## src/rtl/piso_shift_ctrl.sv

```systemverilog
// piso_shift_ctrl
//   Parallel-in / serial-out shifter with a valid/ready load handshake.
//   A WIDTH-bit word is captured on accept. It is then sent one bit per
//   cycle in which shift_en is high. The next word can be accepted in the
//   same cycle as the last bit, so back-to-back words form a gapless stream.
//
// Parameters
//   WIDTH      word width in bits (>= 2)
//   MSB_FIRST  1: send bit WIDTH-1 first, 0: send bit 0 first
//   IDLE_LEVEL level driven on serial_out while no frame is active
//
// Ports
//   clk          clock, rising edge
//   rst          synchronous reset, active low
//   load_valid   parallel_in holds a word to send
//   load_ready   a word can be accepted this cycle
//   parallel_in  word to serialise, captured only on accept
//   shift_en     bit-rate strobe; the current bit advances when high
//   serial_out   current serial bit, IDLE_LEVEL when not busy
//   serial_valid serial_out carries frame data
//   frame_start  current bit is the first bit of the frame
//   frame_end    current bit is the last bit of the frame
//   busy         frame in progress (same as serial_valid)
module piso_shift_ctrl #(
  parameter int WIDTH      = 8,
  parameter bit MSB_FIRST  = 1'b1,
  parameter bit IDLE_LEVEL = 1'b0
) (
  input  logic             clk,
  input  logic             rst,
  input  logic             load_valid,
  output logic             load_ready,
  input  logic [WIDTH-1:0] parallel_in,
  input  logic             shift_en,
  output logic             serial_out,
  output logic             serial_valid,
  output logic             frame_start,
  output logic             frame_end,
  output logic             busy
);

  localparam int CNT_W = $clog2(WIDTH);
  localparam logic [CNT_W-1:0] LAST = CNT_W'(WIDTH - 1);

  typedef enum logic {IDLE, SHIFT} state_t;

  state_t           r_state, w_state_nxt;
  logic [WIDTH-1:0] r_shreg, w_shreg_nxt;
  logic [CNT_W-1:0] r_cnt,   w_cnt_nxt;
  logic             w_last;
  logic             w_accept;
  logic             w_head;

  assign w_last   = (r_state == SHIFT) && (r_cnt == LAST);
  // The ready term is gated by rst so that no word is accepted while the
  // block is held in reset.
  assign load_ready = rst && ((r_state == IDLE) || (w_last && shift_en));
  assign w_accept   = load_valid && load_ready;

  assign w_head = MSB_FIRST ? r_shreg[WIDTH-1] : r_shreg[0];

  always_ff @(posedge clk) begin
    if (!rst) begin
      r_state <= IDLE;
      r_shreg <= '0;
      r_cnt   <= '0;
    end else begin
      r_state <= w_state_nxt;
      r_shreg <= w_shreg_nxt;
      r_cnt   <= w_cnt_nxt;
    end
  end

  always_comb begin
    w_state_nxt = r_state;
    w_shreg_nxt = r_shreg;
    w_cnt_nxt   = r_cnt;
    // An accept in SHIFT can only happen on the last bit with shift_en
    // high, so it also closes the current frame.
    if (w_accept) begin
      w_state_nxt = SHIFT;
      w_shreg_nxt = parallel_in;
      w_cnt_nxt   = '0;
    end else if ((r_state == SHIFT) && shift_en) begin
      if (r_cnt == LAST) begin
        w_state_nxt = IDLE;
      end else begin
        w_shreg_nxt = MSB_FIRST ? {r_shreg[WIDTH-2:0], 1'b0}
                                : {1'b0, r_shreg[WIDTH-1:1]};
        w_cnt_nxt   = r_cnt + CNT_W'(1);
      end
    end
  end

  assign serial_valid = (r_state == SHIFT);
  assign busy         = serial_valid;
  assign serial_out   = serial_valid ? w_head : IDLE_LEVEL;
  assign frame_start  = (r_state == SHIFT) && (r_cnt == '0);
  assign frame_end    = w_last;

endmodule

```

## config.mk

```make
export PLATFORM = sky130hd
export DESIGN_NAME = piso_shift_ctrl
export DESIGN_NICKNAME = d
export VERILOG_FILES = /design/src/rtl/piso_shift_ctrl.sv
export SDC_FILE = /design/constraint.sdc
export NUM_CORES = 1
export LEC_CHECK = 0
export CAP_MARGIN = 40
export CORE_AREA = 2 2 44 46
export DETAILED_ROUTE_END_ITERATION = 10
export DIE_AREA = 0 0 46 48
export PLACE_DENSITY = 0.66
export SYNTH_ARGS = -nofsm -noshare
export SYNTH_HDL_FRONTEND = slang
export SYNTH_SLANG_ARGS = --single-unit
```

## constraint.sdc

```tcl
create_clock -name clk -period 2.3 [get_ports clk]
set_input_delay 0.345 -clock clk [delete_from_list [all_inputs] [get_ports clk]]
set_output_delay 0.345 -clock clk [all_outputs]
set_load 0.05 [all_outputs]
```

==> flow_summary.yaml, run 1 <==
final_layout:
  antenna_cells: 0
  stdcell_count: 110
  syn2layout_area_growth_pct: 31.3
  fin_nets: 109
  drive_gt1_share_pct: 20.4
  fin_util_pct: 51.9
timing:
  finalWorstSetupSlack_ns: 0.205
  worst_pin_slew_ns: 0.492
  fin_crit_ns: 2.09
  setup_tns_ns: 0
  setup_viol: 0
  slew_violations: 0
  hold_viol_final: 0
  rsz0062_at_grt: "no"
  max_freq_mhz: 477
  skew_ns: 0.00533
  fin_crit_sh_pct: 91.1
  slew_headroom_pct: 67.1
pwr:
  combPwrFrac_pct: 21.4
  power_frac_seq_pct: 44.2
  p_sw_share_pct: 28.9
  clock_power_share_pct: 34.4
  power.total_uw: 515
  leakage_nw: 0.316
  p_switching_uw: 149
  p_int_uw: 366
  max-vdd-ir-drop_uv: 382
  p_per_area_nw_per_um2: 587
synthesis:
  syn_nets: 90
  yosysSeqAreaShare_pct: 36.0
  yosysTopAreaCellShare_pct: 36.0
  netlist_top_cells_area: "dfxtp_1 (36%), a311oi_2 (16%), nand2_1 (11%)"
  synth.distinct_cells: 21
  syn_area_um2: 668
  syn_inst: 75
  syn_avg_cell_area_um2: 8.91
  ys_ff_latch: 12
  ys_warn_count: 0
  yosysTopAreaCell: "dfxtp_1"
drt:
  drt_iter0_markers: 4
  drt-total-wl_um: 1440
  wl_per_cell_um: 13.1
  drcViolationCount: 0
  firstDrtPassIters: 4
  ant_nets: 0
  via_per_inst: 5.25
  vias: 578
clocking:
  clock_latency_ns: 0.29
  cts_setup_buffers: 0
  cts_hold_buf: 0
  clock_path_buffers: 2
  cts_buffers: 3
  cts_tree: "done"
  clk_pin_slew_ns: 0.08
  cts_root_buf: "clkbuf_4"
  htree_levels: 1
  clock-sinks: 12
  cts_resized: 0
critical_path:
  crit_chain: "inv_1 > ha_1 > nand2_1 > nor2_1 > clkdlybuf4s50_1"
  crit_buf_inv: 2
  crit_type: "flip-flop to output pin"
  slowest_delay_ns: 0.80
  arrival_ns: 1.75
  crit_required_ns: 1.96
  cp-end-kind: "output pin"
  critical_path_peak_fanout: 3
  start_kind: "flip-flop"
  cpMaxStageDelayCell: "clkdlybuf4s50_1"
  crit_family: "buffers and inverters"
global_route:
  grt_pass1_vias: 544
  antenna_found_initial: 0
  grt.overflow.total: 0
  grt_first_pass_wirelength_um: 2360
  grt_max_degree: 14
  grtUsageTotal_pct: 15.9
die:
  die_y_um: 48
  fp.dieW_um: 46
  initial_core_util_pct: 39.6
  core_region_area_um2: 1690
  ios: 18
  dieArea_um2: 2210
  rows: 15
run_status:
  status: "finished clean"
min_path:
  hold_class: "flip-flop to flip-flop"
job:
  drv_cap: 0
placement:
  preCtsSetupSlack_ns: 0.426
  dp_hpwl_um: 1020
  gp_congestion: 0.709
  placed_cells: 106
  io_buffers: 17
## sequential cells by signal, summed over array words and instances, names as in the netlist
name,flops
r_shreg,8
r_cnt,3
busy,1
## cells in the final DEF, fill, tap and decap left out
master           count
nand2_1             19
clkdlybuf4s50_1     15
dfxtp_1             12
nor3_1               7
a311oi_2             7
nor2_1               5
a21oi_1              3
ha_1                 3
clkbuf_4             3
buf_4                3
inv_1                2
and2_2               2
clkinv_1             1
a21boi_4             1
and3b_1              1
nand3b_1             1
o21ai_0              1
xnor2_1              1
or2_1                1
or3b_1               1
o211ai_1             1
nand2_2              1
clkbuf_8             1
buf_12               1
## final cells by class
type | count | area [um2]
clock buffer | 4 | 36.3
fill | 165 | 812
inverter | 3 | 11.3
multi-input combinational | 55 | 375
sequential | 12 | 240
tap | 17 | 21.3
timing repair buffer | 19 | 193
## per-stage QoR
stage,cell area [um2],hold slack [ns]
final,877,0.480
after global routing,877,0.519
after CTS,877,0.488
after detailed placement,841,0.476
after global placement,841,0.462
after floorplan,668,0.453
## power by group through the flow
stage | clock [mW] | sequential (mW) | combinational [mW]
floorplan | 0 | 0.235 | 0.0678
global placement | 0 | 0.232 | 0.110
detailed placement | 0 | 0.232 | 0.110
CTS | 0.185 | 0.228 | 0.111
global route | 0.189 | 0.230 | 0.118
finish | 0.177 | 0.228 | 0.110
## Yosys cell counts
cell type / number
nand2_2: 1
a311oi_2: 7
inv_1: 2
nor3_1: 7
nand2_1: 19
o211ai_1: 1
or3b_1: 1
ha_1: 3
dfxtp_1: 12
and2_2: 2
buf_4: 4
and3b_1: 1
a21boi_4: 1
o21ai_0: 1
nand3b_1: 1
clkinv_1: 1
a21oi_1: 3
or2_1: 1
nor2_1: 5
xnor2_1: 1
buf_6: 1
## cell families (layout without fill, tap and decap cells)
group	Yosys count	in the layout	share of synthesized area, %
flip-flops	12	12	36.0
XOR/XNOR	1	1	1.31
adder cells (fa/ha/maj)	3	3	5.62
AND/OR/NAND/NOR	38	38	26.6
buffers and inverters	8	26	7.87
AO/OA/AOI/OAI	13	13	22.7
## per-layer routing
metal	global-route usage, %	vias up	routed length (um)
met5	0	-	0
met4	9.71	0	35
met3	6.79	5	85
met2	24.7	16	675
met1	18.0	259	642
li1	-	298	-
## worst min-delay path, cell delays in order (launching register included)
cell	delay, ns
dfxtp_1	0.33
nand2_1	0.06
a21oi_1	0.05
## path summary, 6_finish.rpt
kind	start	to	slack [ns]	depth (start not counted)
worst max-delay path	r_cnt[0]	frame_start	0.21	5
worst min register to register	r_cnt[1]	r_cnt[1]	0.48	2
worst min-delay path	r_cnt[1]	r_cnt[1]	0.48	2
worst max register to register	r_cnt[0]	r_shreg[6]	0.50	5
Note: power is estimated with default switching activity, not from simulation.
==> inputs of run 2 (changes only) <==
SETUP_SLACK_MARGIN = 0.3   (was not set)
==> run 2 against run 1 <==
Compared with the run above:
- clock skew is essentially flat
- sequential power is essentially flat
- routed wire length grew 3.1%
- register-to-register slack is essentially flat
- via count grew 3.1%
- fmax grew 8.7%
- hold slack gained 0.0015 ns
- worst setup slack gained 0.17 ns
- first-iteration DRC count grew 75%
- flip-flop and latch count is the same
- critical path depth shrank 4
- clock-buffer cell count is the same
- critical path type unchanged
- critical endpoint is now serial_valid
==> flow_summary.yaml, run 2 (synthesized netlist as in run 1, its figures left out) <==
critical_path:
  start_kind: "flip-flop"
  crit_family: "buffers and inverters"
  slowest_delay_ns: 0.85
  crit_chain: "clkdlybuf4s50_1"
  r2r_end: "r_shreg[6]"
  arrival_ns: 1.58
  crit_buf_inv: 1
  r2r_slack_ns: 0.51
  worstRegToRegCells: 6
  crit_required_ns: 1.96
  timing.rr.start: "r_cnt[0]"
  cpMaxStageDelayCell: "clkdlybuf4s50_1"
  critical_path_peak_fanout: 8
  crit_type: "flip-flop to output pin"
  cp-end-kind: "output pin"
die:
  die_y_um: 48
  initial_core_util_pct: 39.6
  ios: 18
  dieArea_um2: 2210
  core_region_area_um2: 1690
  rows: 15
  fp.dieW_um: 46
timing:
  worst_pin_slew_ns: 0.492
  fin_crit_sh_pct: 83.8
  fin_crit_ns: 1.93
  slew_headroom_pct: 67.1
  skew_ns: 0.00576
  setup_viol: 0
  finalWorstSetupSlack_ns: 0.373
  max_freq_mhz: 519
  hold_viol_final: 0
  slew_violations: 0
  rsz0062_at_grt: "no"
  setup_tns_ns: 0
clocking:
  cts_root_buf: "clkbuf_4"
  htree_levels: 1
  cts_hold_buf: 0
  cts_tree: "done"
  clk_pin_slew_ns: 0.08
  clock-sinks: 12
  cts_buffers: 3
  clock_latency_ns: 0.28
  clock_path_buffers: 2
pwr:
  leakage_nw: 0.329
  p_per_area_nw_per_um2: 582
  max-vdd-ir-drop_uv: 378
  power.total_uw: 513
global_route:
  antenna_found_initial: 0
  grt.overflow.total: 0
  grtUsageTotal_pct: 16.3
  grt_max_degree: 13
  grt_first_pass_wirelength_um: 2420
  grt_pass1_vias: 562
drt:
  vias: 596
  ant_nets: 0
  firstDrtPassIters: 4
  wl_per_cell_um: 13.4
  via_per_inst: 5.37
  drcViolationCount: 0
  drt_iter0_markers: 7
  drt-total-wl_um: 1480
final_layout:
  stdcell_count: 111
  syn2layout_area_growth_pct: 32.0
  fin_nets: 110
  layout_commonest_cell: "nand2_1"
  fillerInstances: 167
  final_cell_mix: "nand2_1 (19), clkdlybuf4s50_1 (13), dfxtp_1 (12)"
  antenna_cells: 0
  top_register: "r_shreg"
  drive_gt1_share_pct: 21.3
  largest_reg_flops: 8
min_path:
  hold_start: "r_cnt[1]"
  hold_class: "flip-flop to flip-flop"
  whs_endpoint: "r_cnt[1]"
  min_path_cells: 2
placement:
  preCtsSetupSlack_ns: 0.426
  gp_congestion: 0.709
  io_buffers: 17
  placed_cells: 106
  dp_hpwl_um: 1020
job:
  drv_cap: 0
run_status:
  status: "finished clean"
## run 2: changes by cell type in the layout (fill, tap and decap cells not counted), sizes merged
cell	delta
clkdlybuf4s50	-2
dlygate4sd2	+2
buf	+1
## run 2: power breakdown
part	leakage, nW	switching, mW	total, mW	internal, mW
logic	0.209	0.0611	0.111	0.0502
clock network	0.0210	0.0782	0.175	0.0965
registers	0.0983	0.00800	0.227	0.219
## run 2: area by class of cell
cell class,instances,area [um2],area share [%]
multi-input cells,55,375,42.6
flip-flops and latches,12,240,27.2
repair buffers,20,198,22.4
clock buffers,4,36.3,4.11
well taps,17,21.3,2.41
inverters,3,11.3,1.28
## run 2: repair_timing
action	CTS	global route
gates resized for setup	2	0
endpoints found under the setup margin	3	0
setup buffers	1	0
## run 2: metrics by stage
step                hold WS, ns  utilization (%)  instance area, um2
floorplan                 0.453                -                 668
global placement          0.462             49.8                 841
detailed placement        0.476             49.8                 841
CTS                       0.488             52.2                 882
global route              0.519             52.2                 882
finish                    0.481             52.2                 882
## run 2: worst max path at each step
stage	cells after the start	from	slack [ns]	to
finish	1	busy	0.37	serial_valid
global route	1	busy	0.31	busy
CTS	1	busy	0.34	serial_valid
detailed placement	4	shift_en	0.43	r_shreg[6]
global placement	4	shift_en	0.46	r_shreg[2]
floorplan	5	r_cnt[0]	0.37	load_ready
## run 2: layer usage
metal / GRT usage, % / wire [um] / vias up
met4: 11.4 / 50 / 0
met3: 6.79 / 119 / 7
li1: - / - / 301
met1: 18.7 / 633 / 267
met5: 0 / 0 / -
met2: 24.4 / 680 / 21
